[config.mk]
export PLATFORM = sky130hd
export DESIGN_NAME = sram_like_arbiter
export DESIGN_NICKNAME = d
export VERILOG_FILES = /design/src/rtl/sram_like_arbiter.sv
export SDC_FILE = /design/constraint.sdc
export NUM_CORES = 1
export LEC_CHECK = 0
export CAP_MARGIN = 10
export CORE_AREA = 2 2 120 122
export CTS_BUF_LIST = sky130_fd_sc_hd__clkbuf_4 sky130_fd_sc_hd__clkbuf_8
export DETAILED_ROUTE_END_ITERATION = 10
export DIE_AREA = 0 0 122 124
export HOLD_SLACK_MARGIN = 0.1
export SLEW_MARGIN = 20
export SYNTH_ARGS = -nofsm -noshare
export SYNTH_HDL_FRONTEND = slang
export SYNTH_SLANG_ARGS = --single-unit
[constraint.sdc]
create_clock -name clk -period 4.2 [get_ports clk]
set_clock_uncertainty 0.05 [all_clocks]
set_input_delay 1.26 -clock clk [delete_from_list [all_inputs] [get_ports clk]]
set_output_delay 1.26 -clock clk [all_outputs]
set_load 0.03 [all_outputs]
[src/rtl/sram_like_arbiter.sv]
// Two-master / one-slave arbiter for the sram-like bus: DATA has fixed priority,
// an in-order owner FIFO steers each downstream response back to its issuer.
module sram_like_arbiter #(
  parameter int MAX_OUTSTANDING = 4,
  parameter int PTR_W           = 2
) (
  input  logic        clk,
  input  logic        reset,
  input  logic        inst_req,
  input  logic        inst_wr,
  input  logic [1:0]  inst_size,
  input  logic [31:0] inst_addr,
  input  logic [31:0] inst_wdata,
  output logic        inst_addr_ok,
  output logic        inst_data_ok,
  output logic [31:0] inst_rdata,
  input  logic        data_req,
  input  logic        data_wr,
  input  logic [1:0]  data_size,
  input  logic [31:0] data_addr,
  input  logic [31:0] data_wdata,
  output logic        data_addr_ok,
  output logic        data_data_ok,
  output logic [31:0] data_rdata,
  output logic        out_req,
  output logic        out_wr,
  output logic [1:0]  out_size,
  output logic [31:0] out_addr,
  output logic [31:0] out_wdata,
  input  logic        out_addr_ok,
  input  logic        out_data_ok,
  input  logic [31:0] out_rdata,
  output logic        resp_err
);

  typedef enum logic {OWN_INST = 1'b0, OWN_DATA = 1'b1} owner_e;

  typedef struct packed {
    logic        wr;
    logic [1:0]  size;
    logic [31:0] addr;
    logic [31:0] wdata;
  } req_t;

  localparam logic [PTR_W:0] FULL_CNT = (PTR_W+1)'(MAX_OUTSTANDING);

  logic                       lock_valid;
  owner_e                     lock_owner;
  owner_e                     owner;
  logic [MAX_OUTSTANDING-1:0] fifo;
  logic [PTR_W-1:0]           rd_ptr, wr_ptr;
  logic [PTR_W:0]             count;
  logic                       push, pop;
  owner_e                     head_owner;
  req_t                       inst_r, data_r, sel_r;

  always_comb begin
    owner = OWN_INST;
    if (lock_valid)    owner = lock_owner;
    else if (data_req) owner = OWN_DATA;
    else if (inst_req) owner = OWN_INST;
  end

  // Full check uses the registered count only; a same-cycle pop frees nothing.
  assign out_req = (lock_valid | inst_req | data_req) & (count != FULL_CNT);

  assign inst_r = '{wr: inst_wr, size: inst_size, addr: inst_addr, wdata: inst_wdata};
  assign data_r = '{wr: data_wr, size: data_size, addr: data_addr, wdata: data_wdata};
  assign sel_r  = (owner == OWN_DATA) ? data_r : inst_r;

  assign out_wr    = sel_r.wr;
  assign out_size  = sel_r.size;
  assign out_addr  = sel_r.addr;
  assign out_wdata = sel_r.wdata;

  assign push = out_req & out_addr_ok;
  assign pop  = out_data_ok & (count != '0);

  assign inst_addr_ok = push & (owner == OWN_INST);
  assign data_addr_ok = push & (owner == OWN_DATA);

  assign head_owner   = owner_e'(fifo[rd_ptr]);
  assign inst_data_ok = pop & (head_owner == OWN_INST);
  assign data_data_ok = pop & (head_owner == OWN_DATA);
  assign inst_rdata   = out_rdata;
  assign data_rdata   = out_rdata;

  always_ff @(posedge clk) begin
    if (reset) begin
      lock_valid <= 1'b0;
      lock_owner <= OWN_INST;
      fifo       <= '0;
      rd_ptr     <= '0;
      wr_ptr     <= '0;
      count      <= '0;
      resp_err   <= 1'b0;
    end else begin
      // Hold the granted master until the downstream handshake completes.
      if (out_req && !out_addr_ok) begin
        lock_valid <= 1'b1;
        lock_owner <= owner;
      end else if (push) begin
        lock_valid <= 1'b0;
      end

      if (push) begin
        fifo[wr_ptr] <= owner;
        wr_ptr       <= wr_ptr + 1'b1;
      end
      if (pop) rd_ptr <= rd_ptr + 1'b1;

      case ({push, pop})
        2'b10:   count <= count + 1'b1;
        2'b01:   count <= count - 1'b1;
        default: count <= count;
      endcase

      if (out_data_ok && count == '0) resp_err <= 1'b1;
    end
  end

endmodule

==> results of run 1 <==
## power breakdown
group	total [mW]	switching, mW	internal [mW]
Sequential	0.200	0.0352	0.165
Combinational	0.874	0.428	0.446
Clock	0.110	0.0466	0.0634
Total	1.18	0.510	0.674
## how the worst min path moves through the flow
stage	start	endpoint	slack (ps)	cells after the start
finish	resp_err	resp_err	420	2
floorplan	lock_valid	lock_valid	420	2
detailed placement	resp_err	resp_err	410	2
CTS	resp_err	resp_err	430	2
global route	resp_err	resp_err	480	2
global placement	resp_err	resp_err	400	2
## cells in the mapped netlist (2+ instances only)
| master | count |
|---|---|
| sky130_fd_sc_hd__xor2_1 | 4 |
| sky130_fd_sc_hd__mux2_2 | 67 |
| sky130_fd_sc_hd__clkbuf_1 | 3 |
| sky130_fd_sc_hd__nor2_1 | 10 |
| sky130_fd_sc_hd__a311oi_1 | 5 |
| sky130_fd_sc_hd__buf_2 | 6 |
| sky130_fd_sc_hd__and2_2 | 2 |
| sky130_fd_sc_hd__buf_4 | 64 |
| sky130_fd_sc_hd__buf_6 | 2 |
| sky130_fd_sc_hd__mux2i_1 | 2 |
| sky130_fd_sc_hd__nand2b_1 | 2 |
| sky130_fd_sc_hd__inv_1 | 8 |
| sky130_fd_sc_hd__dfxtp_1 | 14 |
| sky130_fd_sc_hd__a21oi_1 | 4 |
| sky130_fd_sc_hd__a41oi_1 | 4 |
| sky130_fd_sc_hd__ha_1 | 5 |
## cells by family (layout without fill, tap and decap cells)
family          Yosys count  in the layout
buf+inv                  84            237
mux                      71             71
simple gates             22             22
compound gates           17             17
flops                    14             14
fa+ha+maj                 6              6
xor+xnor                  4              4
## worst max-delay path, delay by kind of cell
family   cells  cell delay (ps)
mux          2              510
buf+inv      4             1060
## repair_timing
item,4_1_cts,5_1_grt
endpoints found under the setup margin,61,2
gates cloned,4,0
resized for setup,31,2
setup buffers,1,0
hold buffers,0,0
## flip-flops by register name, indices dropped and copies added, names as in the netlist
register    cells
lock_owner      1
fifo            4
count           3
resp_err        1
rd_ptr          2
lock_valid      1
wr_ptr          2
## metrics by stage
step	hold slack (ps)	instances	TNS [ps]
after floorplan	422.5	218	0
after global placement	405.0	543	-9304
after detailed placement	414.4	543	-10220
after CTS	427.8	551	0
after global routing	481.1	551	0
final	421.1	551	0
## cell usage in the layout (no fill, tap or decap), types with 2 or more instances in the layout
| master | n |
|---|---|
| sky130_fd_sc_hd__ha_1 | 5 |
| sky130_fd_sc_hd__inv_1 | 8 |
| sky130_fd_sc_hd__dlygate4sd2_1 | 25 |
| sky130_fd_sc_hd__buf_4 | 49 |
| sky130_fd_sc_hd__nand2b_1 | 2 |
| sky130_fd_sc_hd__clkdlybuf4s15_1 | 2 |
| sky130_fd_sc_hd__xor2_1 | 4 |
| sky130_fd_sc_hd__a41oi_1 | 4 |
| sky130_fd_sc_hd__and2_2 | 2 |
| sky130_fd_sc_hd__clkbuf_8 | 3 |
| sky130_fd_sc_hd__a311oi_1 | 5 |
| sky130_fd_sc_hd__dfxtp_1 | 14 |
| sky130_fd_sc_hd__mux2_2 | 67 |
| sky130_fd_sc_hd__a21oi_1 | 4 |
| sky130_fd_sc_hd__clkdlybuf4s50_1 | 142 |
| sky130_fd_sc_hd__buf_12 | 3 |
| sky130_fd_sc_hd__nor2_1 | 10 |
| sky130_fd_sc_hd__bufbuf_16 | 4 |
## final cells by class
type,count,area [sq um]
Timing Repair Buffer,226,2246
Inverter,8,30.03
Sequential cell,14,280.3
Tap cell,180,225.2
Fill cell,1484,9707
Multi-Input combinational cell,120,1190
Clock buffer,3,41.29
## metal layers
metal,global-route usage,up-vias,share of wire
li1,-,1003,-
met4,0.005029,2,0.0026
met2,0.1941,137,0.44
met1,0.1736,957,0.44
met5,0,-,0.0012
met3,0.06227,9,0.11
==> insert_results.sql, run 1 <==
INSERT INTO impl_metrics (metric_group, metric, value, unit) VALUES
('detailed_routing', 'wl_per_cell', '19.49', 'um'),
('detailed_routing', 'total_wirelength_of_the_detailed_routed_design', '10740', 'um'),
('detailed_routing', 'vias', '2108', ''),
('cts', 'cts-root-buf', 'sky130_fd_sc_hd__clkbuf_8', ''),
('place', 'hpwl_detailed', '9176', 'um'),
('synth', 'yosysWarnings', '0', ''),
('critical_path', 'capturing_element_type_of_the_critical_path', 'output port', ''),
('floorplan', 'starting_density_of_the_core', '0.1484', ''),
('cts', 'tritoncts.num_buffers', '3', ''),
('detailed_routing', 'drc', '0', ''),
('sta', 'final_hold_fails', '0', ''),
('synth', 'synth_simple_gate_area_frac', '0.05962', ''),
('synth', 'post_synth_mux_area_share', '0.3989', ''),
('synth', 'ys_async_sr_fraction', '0', ''),
('critical_path', 'setup.reg_to_reg.worst_slack', '1510', 'ps'),
('detailed_routing', 'dr_iter_0_viols', '52', ''),
('critical_path', 'timing_worst_setup_path_type', 'in2out', ''),
('power_and_ir_drop', 'report.power.total', '1.184', 'mW'),
('place', 'routability_congestion_estimate_from_global_placement', '0.7624', ''),
('sta', 'setup_slack', '50.13', 'ps'),
('sta', 'max_slew_margin', '0.6053', ''),
('synth', 'synthTopCellsByArea', 'sky130_fd_sc_hd__mux2_2, sky130_fd_sc_hd__buf_4, sky130_fd_sc_hd__dfxtp_1', ''),
('place', 'postPlaceCellArea', '3832', 'sq um'),
('detailed_routing', 'drtPass1Iterations', '4', ''),
('synth', 'synth_top_flop_cell', 'sky130_fd_sc_hd__dfxtp_1', ''),
('cts', 'clock_transition_at_the_registers_of_the_reported_paths', '60', 'ps'),
('critical_path', 'worstPathCellList', 'dlygate4sd2_1 -> mux2i_4 -> buf_12 -> bufbuf_16 -> mux2_2 -> dlygate4sd2_1', ''),
('cts', 'htree_levels', '1', ''),
('detailed_routing', 'vias_cell', '3.826', ''),
('critical_path', 'worst-path-max-fanout', '15', ''),
('power_and_ir_drop', 'p_per_area', '295.1', 'nW/um^2'),
('cts', 'cts_sinks', '14', ''),
('sta', 'layout_worst_path_cycle_share', '0.9881', ''),
('global_routing', 'grt_use_total', '0.1283', ''),
('sta', 'final_period_minus_worst_setup_slack', '4150', 'ps'),
('power_and_ir_drop', 'cell_leakage_power', '1.622', 'nW'),
('critical_path', 'critical-path-max-stage-delay', '360', 'ps'),
('final_layout', 'antennaDiodeCount', '0', ''),
('critical_path', 'cp_data_arrival_time', '2840', 'ps'),
('critical_path', 'crit_required', '2890', 'ps'),
('synth', 'yosysSeqAreaShare', '0.1377', ''),
('final_layout', 'final_design_area_no_fill', '4013', 'sq um'),
('cts', 'cts_tree', 'built', ''),
('synth', 'synthesized_area_fraction_occupied_by_xor_and_xnor_cells', '0.01721', ''),
('global_routing', 'first_global_vias', '2274', ''),
('synth', 'post_synth.cell_area_avg', '9.338', 'sq um'),
('critical_path', 'cp-endpoint', 'out_wdata[0]', ''),
('global_routing', 'largest_net_degree_at_the_start_of_global_routing', '17', ''),
('final_layout', 'final_util', '0.2925', ''),
('critical_path', 'critical-path-slowest-cell', 'sky130_fd_sc_hd__dlygate4sd2_1', ''),
('critical_path', 'crit_path_start_kind', 'input pin', ''),
('synth', 'syn-instance-count', '218', ''),
('synth', 'ys_ff_latch', '14', ''),
('sta', 'setup_violations', '0', ''),
('critical_path', 'most_numerous_cell_on_the_critical_path', 'sky130_fd_sc_hd__dlygate4sd2_1', ''),
('floorplan', 'floorplan.core_area', '13720', 'sq um'),
('detailed_routing', 'drtAntennaViolNets', '0', ''),
('floorplan', 'vertical_die_dimension', '124', 'um'),
('power_and_ir_drop', 'power.ir.vdd_worst', '0.0001191', 'V'),
('critical_path', 'r2r.worst_path.cells', '9', ''),
('global_routing', 'gr-total-overflow', '0', ''),
('place', 'io_buffers', '212', ''),
('synth', 'synth_cell_types', '32', ''),
('sta', 'max_slew.worst_pin.slew', '590.2', 'ps'),
('synth', 'synth_compound_gate_area_share', '0.06208', ''),
('synth', 'yosys.area_share.adder', '0.04057', ''),
('floorplan', 'die_width', '122', 'um'),
('outcome', 'outcome', 'complete, no violations', ''),
('global_routing', 'grt_antenna_before_repair', '1', ''),
('sta', 'rsz0062_at_grt', 'no', ''),
('sta', 'slew_violations', '0', '');
(Power assumes the default switching activity.)
==> run 2, diff against run 1 <==
--- a/config.mk
+++ b/config.mk
@@ -6,10 +6,11 @@
 export NUM_CORES = 1
 export LEC_CHECK = 0
 export CAP_MARGIN = 10
-export CORE_AREA = 2 2 120 122
+export CORE_AREA = 2 2 119 121
 export CTS_BUF_LIST = sky130_fd_sc_hd__clkbuf_4 sky130_fd_sc_hd__clkbuf_8
 export DETAILED_ROUTE_END_ITERATION = 10
-export DIE_AREA = 0 0 122 124
+export DIE_AREA = 0 0 121 123
+export DONT_BUFFER_PORTS = 1
 export HOLD_SLACK_MARGIN = 0.1
 export SLEW_MARGIN = 20
 export SYNTH_ARGS = -nofsm -noshare
==> run 2 against run 1 <==
Routed wire length fell by 20%. Maximum frequency rose by 15%. Die area fell by 1.6%. Largest power group unchanged. Highest routed layer is now met4.
==> insert_results.sql, run 2 (synthesis gave the netlist of run 1 again) <==
INSERT INTO impl_metrics (metric_group, metric, value, unit) VALUES
('outcome', 'outcome', 'complete, no violations', ''),
('critical_path', 'worst-path-max-fanout', '8', ''),
('sta', 'max_slew_margin', '0.6199', ''),
('final_layout', 'max_flop_register', 'fifo', ''),
('floorplan', 'die_area', '14880', 'sq um'),
('detailed_routing', 'vias', '1329', ''),
('critical_path', 'critical-path-max-stage-delay', '450', 'ps'),
('final_layout', 'mostFrequentLayoutCell', 'sky130_fd_sc_hd__mux2_2', ''),
('global_routing', 'first_pass_grt_wire_length', '10190', 'um'),
('final_layout', 'final_util', '0.1328', ''),
('floorplan', 'starting_density_of_the_core', '0.1496', ''),
('power_and_ir_drop', 'p_per_area', '489.3', 'nW/um^2'),
('detailed_routing', 'drc', '0', ''),
('critical_path', 'crit_required', '2890', 'ps'),
('critical_path', 'cp-endpoint', 'data_addr_ok', ''),
('critical_path', 'crit_path_start_kind', 'input pin', ''),
('floorplan', 'vertical_die_dimension', '123', 'um'),
('cts', 'cts_sinks', '14', ''),
('cts', 'clock_transition_at_the_registers_of_the_reported_paths', '50', 'ps'),
('final_layout', 'mostFrequentLayoutCells', 'sky130_fd_sc_hd__mux2_2, sky130_fd_sc_hd__dfxtp_1, sky130_fd_sc_hd__nor2_1', ''),
('final_layout', 'finish.cell_count_without_fillers', '328', ''),
('sta', 'setup_violations', '0', ''),
('cts', 'post_cts.resized_instances', '0', ''),
('power_and_ir_drop', 'power_frac_seq', '0.235', ''),
('final_layout', 'fin_nets', '327', ''),
('floorplan', 'rows', '43', ''),
('sta', 'final_hold_fails', '0', ''),
('floorplan', 'io-pin-count', '309', ''),
('final_layout', 'nFillCells', '1558', ''),
('floorplan', 'floorplan.core_area', '13610', 'sq um'),
('critical_path', 'cp_data_arrival_time', '2310', 'ps'),
('critical_path', 'setup.reg_to_reg.worst_slack', '1470', 'ps'),
('job', 'cap_violations', '0', ''),
('detailed_routing', 'drtPass1Iterations', '4', ''),
('place', 'postPlaceCellArea', '1753', 'sq um'),
('critical_path', 'critical-path-slowest-cell', 'sky130_fd_sc_hd__nor2_1', ''),
('power_and_ir_drop', 'power.share.switching', '0.5245', ''),
('power_and_ir_drop', 'power.ir.vdd_worst', '0.0001210', 'V'),
('final_layout', 'largest_registers', 'fifo (4), count (3)', ''),
('place', 'io_buffers', '0', ''),
('critical_path', 'regToRegEndpoint', 'count[2]', ''),
('sta', 'final_period_minus_worst_setup_slack', '3616', 'ps'),
('global_routing', 'first_global_vias', '1225', ''),
('place', 'routability_congestion_estimate_from_global_placement', '0.8291', ''),
('cts', 'htree_levels', '1', ''),
('floorplan', 'die_width', '121', 'um'),
('cts', 'holdBufCountCts', '0', ''),
('global_routing', 'gr-total-overflow', '0', ''),
('final_layout', 'layout-area-overhead-vs-synth', '-11.19', '%'),
('sta', 'maxClockFrequency', '0.2766', 'GHz'),
('detailed_routing', 'drtAntennaViolNets', '0', ''),
('final_layout', 'drive_above_1_share', '0.5405', ''),
('detailed_routing', 'total_wirelength_of_the_detailed_routed_design', '8644', 'um'),
('cts', 'postCtsSetupBuffers', '0', ''),
('power_and_ir_drop', 'clock_power_share', '0.148', ''),
('critical_path', 'capturing_element_type_of_the_critical_path', 'output port', ''),
('detailed_routing', 'wl_per_cell', '26.35', 'um'),
('cts', 'cts-root-buf', 'sky130_fd_sc_hd__clkbuf_8', ''),
('cts', 'tritoncts.num_buffers', '3', ''),
('power_and_ir_drop', 'cell_leakage_power', '0.5928', 'nW'),
('place', 'hpwl_detailed', '7781', 'um'),
('critical_path', 'regToRegStartpoint', 'count[2]', ''),
('final_layout', 'antennaDiodeCount', '0', ''),
('detailed_routing', 'dr_iter_0_viols', '70', ''),
('critical_path', 'setup.worst_path.start', 'data_req', ''),
('final_layout', 'final_design_area_no_fill', '1808', 'sq um'),
('worst_hold_path', 'hold_class', 'reg2reg', ''),
('power_and_ir_drop', 'pwr-share-comb', '0.617', ''),
('place', 'dpl.cell_count', '324', ''),
('sta', 'max_slew.worst_pin.slew', '565.4', 'ps'),
('global_routing', 'largest_net_degree_at_the_start_of_global_routing', '55', ''),
('sta', 'rsz0062_at_grt', 'no', ''),
('sta', 'layout_worst_path_cycle_share', '0.8609', ''),
('sta', 'final.setup.tns', '0', 'ps'),
('critical_path', 'timing_worst_setup_path_type', 'in2out', ''),
('final_layout', 'number_of_flip_flops_under_the_largest_register_name', '4', ''),
('power_and_ir_drop', 'power.switching', '0.4640', 'mW'),
('sta', 'slew_violations', '0', ''),
('global_routing', 'grt_antenna_before_repair', '0', ''),
('cts', 'cts_tree', 'built', ''),
('power_and_ir_drop', 'total_internal_power', '0.4207', 'mW'),
('detailed_routing', 'vias_cell', '4.052', ''),
('global_routing', 'grt_use_total', '0.1026', ''),
('critical_path', 'worstPathCellList', 'or3_1 -> and3_4 -> inv_1 -> nor2_1', ''),
('critical_path', 'r2r.worst_path.cells', '9', ''),
('cts', 'clock_path_buffers', '2', ''),
('cts', 'clock_latency', '250', 'ps');
==> run 2: changes by cell type in the layout (fill, tap and decap cells not counted), sizes merged <==
cell / change
bufbuf: -4
buf: -51
dlygate4sd2: -25
clkdlybuf4s15: -2
clkbuf: +1
clkdlybuf4s50: -142
==> run 2: how the worst min path moves through the flow <==
stage / startpoint / to / slack (ps) / depth (start not counted)
finish: wr_ptr[1] / wr_ptr[1] / 470 / 2
floorplan: lock_valid / lock_valid / 420 / 2
detailed placement: wr_ptr[1] / wr_ptr[1] / 460 / 2
global placement: wr_ptr[1] / wr_ptr[1] / 440 / 2
global route: wr_ptr[1] / wr_ptr[1] / 500 / 2
CTS: wr_ptr[1] / wr_ptr[1] / 470 / 2
==> run 2: critical path: cells and delay by family <==
kind | cells | cell delay [ps]
buffers and inverters | 1 | 80
AND/OR/NAND/NOR | 3 | 970
==> run 2: metrics by stage <==
stage               setup WS (ps)  hold slack, ps  power (mW)
global route                540.9           495.4      0.9391
detailed placement          595.9           459.5      0.7514
global placement            622.2           442.6      0.7460
finish                      584.1           465.2      0.8847
CTS                         598.7           469.5      0.8883
floorplan                   516.3           422.5      0.7771
==> run 2: final cells by class <==
cell class                 count  area, sq um  area share
sequential                    14        280.3      0.1550
inverter                       8        30.03     0.01661
tap                          180        225.2      0.1246
clock buffer                   4        55.05     0.03045
multi-input combinational    120         1190      0.6581
timing repair buffer           2        27.53     0.01522
==> run 2: power groups by stage <==
stage	Combinational [mW]	Clock [mW]	Sequential [mW]
2_1_floorplan	0.578	0	0.199
3_3_place_gp	0.539	0	0.207
3_5_place_dp	0.543	0	0.209
4_1_cts	0.548	0.133	0.208
5_1_grt	0.585	0.142	0.212
6_report	0.546	0.131	0.208
==> run 2: layer usage <==
| metal | global-route usage | part of all wire | vias to the layer above |
|---|---|---|---|
| met2 | 0.1303 | 0.39 | 164 |
| met4 | 0.01672 | 0.012 | 0 |
| met3 | 0.1116 | 0.24 | 6 |
| met5 | 0 | 0 | - |
| li1 | - | - | 558 |
| met1 | 0.1164 | 0.36 | 601 |
==> run 3, diff against run 2 <==
--- a/config.mk
+++ b/config.mk
@@ -12,6 +12,7 @@
 export DIE_AREA = 0 0 121 123
 export DONT_BUFFER_PORTS = 1
 export HOLD_SLACK_MARGIN = 0.1
+export RECOVER_POWER = 100
 export SLEW_MARGIN = 20
 export SYNTH_ARGS = -nofsm -noshare
 export SYNTH_HDL_FRONTEND = slang
==> run 3 against run 2 <==
Via count down 1.1%. Non-clock buffer count unchanged. Setup slack worse by 240 ps. Critical path type unchanged. Largest power group unchanged. Sequential share of layout area up 0.12 points.
==> insert_results.sql, run 3 (synthesis gave the netlist of run 1 again) <==
INSERT INTO impl_metrics (metric_group, metric, value, unit) VALUES
('final_layout', 'max_flop_register', 'fifo', ''),
('sta', 'maxClockFrequency', '0.2591', 'GHz'),
('final_layout', 'antennaDiodeCount', '0', ''),
('power_and_ir_drop', 'total_internal_power', '0.3899', 'mW'),
('global_routing', 'grt_use_total', '0.1026', ''),
('worst_hold_path', 'hold_class', 'reg2reg', ''),
('sta', 'max_slew.worst_pin.slew', '664.4', 'ps'),
('outcome', 'outcome', 'complete, no violations', ''),
('power_and_ir_drop', 'power_frac_seq', '0.243', ''),
('detailed_routing', 'vias_cell', '4.006', ''),
('power_and_ir_drop', 'pwr-share-comb', '0.603', ''),
('detailed_routing', 'total_wirelength_of_the_detailed_routed_design', '8625', 'um'),
('sta', 'rsz0062_at_grt', 'no', ''),
('cts', 'cts_tree', 'built', ''),
('power_and_ir_drop', 'report.power.total', '0.8554', 'mW'),
('critical_path', 'crit_path_start_kind', 'input pin', ''),
('floorplan', 'die_width', '121', 'um'),
('final_layout', 'layout-area-overhead-vs-synth', '-11.86', '%'),
('sta', 'final.setup.tns', '0', 'ps'),
('power_and_ir_drop', 'p_per_area', '476.7', 'nW/um^2'),
('sta', 'final_period_minus_worst_setup_slack', '3859', 'ps'),
('critical_path', 'cp_data_arrival_time', '2550', 'ps'),
('detailed_routing', 'vias', '1314', ''),
('floorplan', 'vertical_die_dimension', '123', 'um'),
('global_routing', 'gr-total-overflow', '0', ''),
('cts', 'cts_sinks', '14', ''),
('place', 'io_buffers', '0', ''),
('final_layout', 'number_of_flip_flops_under_the_largest_register_name', '4', ''),
('power_and_ir_drop', 'cell_leakage_power', '0.5930', 'nW'),
('power_and_ir_drop', 'clock_power_share', '0.154', ''),
('final_layout', 'mostFrequentLayoutCell', 'sky130_fd_sc_hd__mux2_1', ''),
('sta', 'setup_violations', '0', ''),
('final_layout', 'fin_nets', '327', ''),
('floorplan', 'io-pin-count', '309', ''),
('place', 'dpl.cell_count', '324', ''),
('final_layout', 'mostFrequentLayoutCells', 'sky130_fd_sc_hd__mux2_1, sky130_fd_sc_hd__dfxtp_1, sky130_fd_sc_hd__nor2_1', ''),
('critical_path', 'capturing_element_type_of_the_critical_path', 'output port', ''),
('cts', 'htree_levels', '1', ''),
('floorplan', 'starting_density_of_the_core', '0.1496', ''),
('cts', 'postCtsSetupBuffers', '0', ''),
('detailed_routing', 'drc', '0', ''),
('detailed_routing', 'dr_iter_0_viols', '83', ''),
('sta', 'setup_slack', '341.1', 'ps'),
('cts', 'clock_transition_at_the_registers_of_the_reported_paths', '60', 'ps'),
('power_and_ir_drop', 'power.ir.vdd_worst', '0.0001209', 'V'),
('power_and_ir_drop', 'power.switching', '0.4655', 'mW'),
('sta', 'final_hold_fails', '0', ''),
('cts', 'clock_path_buffers', '2', ''),
('power_and_ir_drop', 'power.share.switching', '0.5442', ''),
('place', 'dp_worst_setup_slack', '595.9', 'ps'),
('final_layout', 'final_design_area_no_fill', '1794', 'sq um'),
('final_layout', 'finish.cell_count_without_fillers', '328', ''),
('floorplan', 'die_area', '14880', 'sq um'),
('critical_path', 'worst-path-max-fanout', '20', ''),
('place', 'hpwl_detailed', '7781', 'um'),
('detailed_routing', 'drtAntennaViolNets', '0', ''),
('global_routing', 'first_global_vias', '1225', ''),
('place', 'routability_congestion_estimate_from_global_placement', '0.8291', ''),
('final_layout', 'drive_above_1_share', '0.07432', ''),
('sta', 'max_slew_margin', '0.5568', ''),
('global_routing', 'largest_net_degree_at_the_start_of_global_routing', '55', ''),
('floorplan', 'rows', '43', ''),
('cts', 'post_cts.resized_instances', '0', ''),
('job', 'cap_violations', '0', ''),
('place', 'postPlaceCellArea', '1753', 'sq um'),
('final_layout', 'largest_registers', 'fifo (4), count (3)', ''),
('detailed_routing', 'drtPass1Iterations', '4', ''),
('critical_path', 'setup.reg_to_reg.worst_slack', '1380', 'ps'),
('global_routing', 'grt_antenna_before_repair', '0', ''),
('cts', 'clock_latency', '250', 'ps'),
('critical_path', 'crit_required', '2890', 'ps'),
('detailed_routing', 'wl_per_cell', '26.30', 'um'),
('critical_path', 'timing_worst_setup_path_type', 'in2out', ''),
('sta', 'layout_worst_path_cycle_share', '0.9188', ''),
('cts', 'cts-root-buf', 'sky130_fd_sc_hd__clkbuf_8', ''),
('cts', 'holdBufCountCts', '0', ''),
('floorplan', 'floorplan.core_area', '13610', 'sq um'),
('sta', 'slew_violations', '0', ''),
('global_routing', 'first_pass_grt_wire_length', '10190', 'um'),
('cts', 'tritoncts.num_buffers', '3', '');
[run 3: changes by cell type in the layout (fill, tap and decap cells not counted), sizes merged]
cell	previous run	this run
buf	2	1
clkbuf	4	5
[run 3: final cells by class]
class                           count  area [sq um]
Fill cell                        1558         11820
Clock buffer                        4         55.05
Tap cell                          180         225.2
Timing Repair Buffer                2         25.02
Inverter                            8         30.03
Multi-Input combinational cell    120          1179
Sequential cell                    14         280.3
[run 3: power groups by stage]
stage / sequential (mW) / clock [mW] / combinational, mW
6_report: 0.208 / 0.131 / 0.516
5_1_grt: 0.212 / 0.142 / 0.555
4_1_cts: 0.208 / 0.133 / 0.548
3_5_place_dp: 0.209 / 0 / 0.543
3_3_place_gp: 0.207 / 0 / 0.539
2_1_floorplan: 0.199 / 0 / 0.578
[run 3: worst max-delay path, stage by stage]
cell                       delay [ps]
sky130_fd_sc_hd__mux2i_4          170
sky130_fd_sc_hd__clkbuf_2         480
sky130_fd_sc_hd__and2_0           630
[run 3: worst paths after layout]
kind	start	endpoint	depth (start not counted)
hold reg to reg	wr_ptr[1]	wr_ptr[1]	2
hold / removal	wr_ptr[1]	wr_ptr[1]	2
setup / recovery	data_req	inst_addr_ok	3
setup reg to reg	count[2]	count[2]	9
[run 3: metal layers]
metal	GRT usage	share of wire	wire length, um
met5	0	0	0
met1	0.1164	0.37	3169
met4	0.01672	0.013	112
met2	0.1303	0.38	3268
met3	0.1116	0.24	2074
[run 3: per-stage QoR]
stage	hold slack (ps)	util
3_5_place_dp	459.5	0.1288
4_1_cts	469.5	0.1328
2_1_floorplan	422.5	-
6_report	465.2	0.1318
5_1_grt	495.4	0.1318
3_3_place_gp	442.6	0.1288
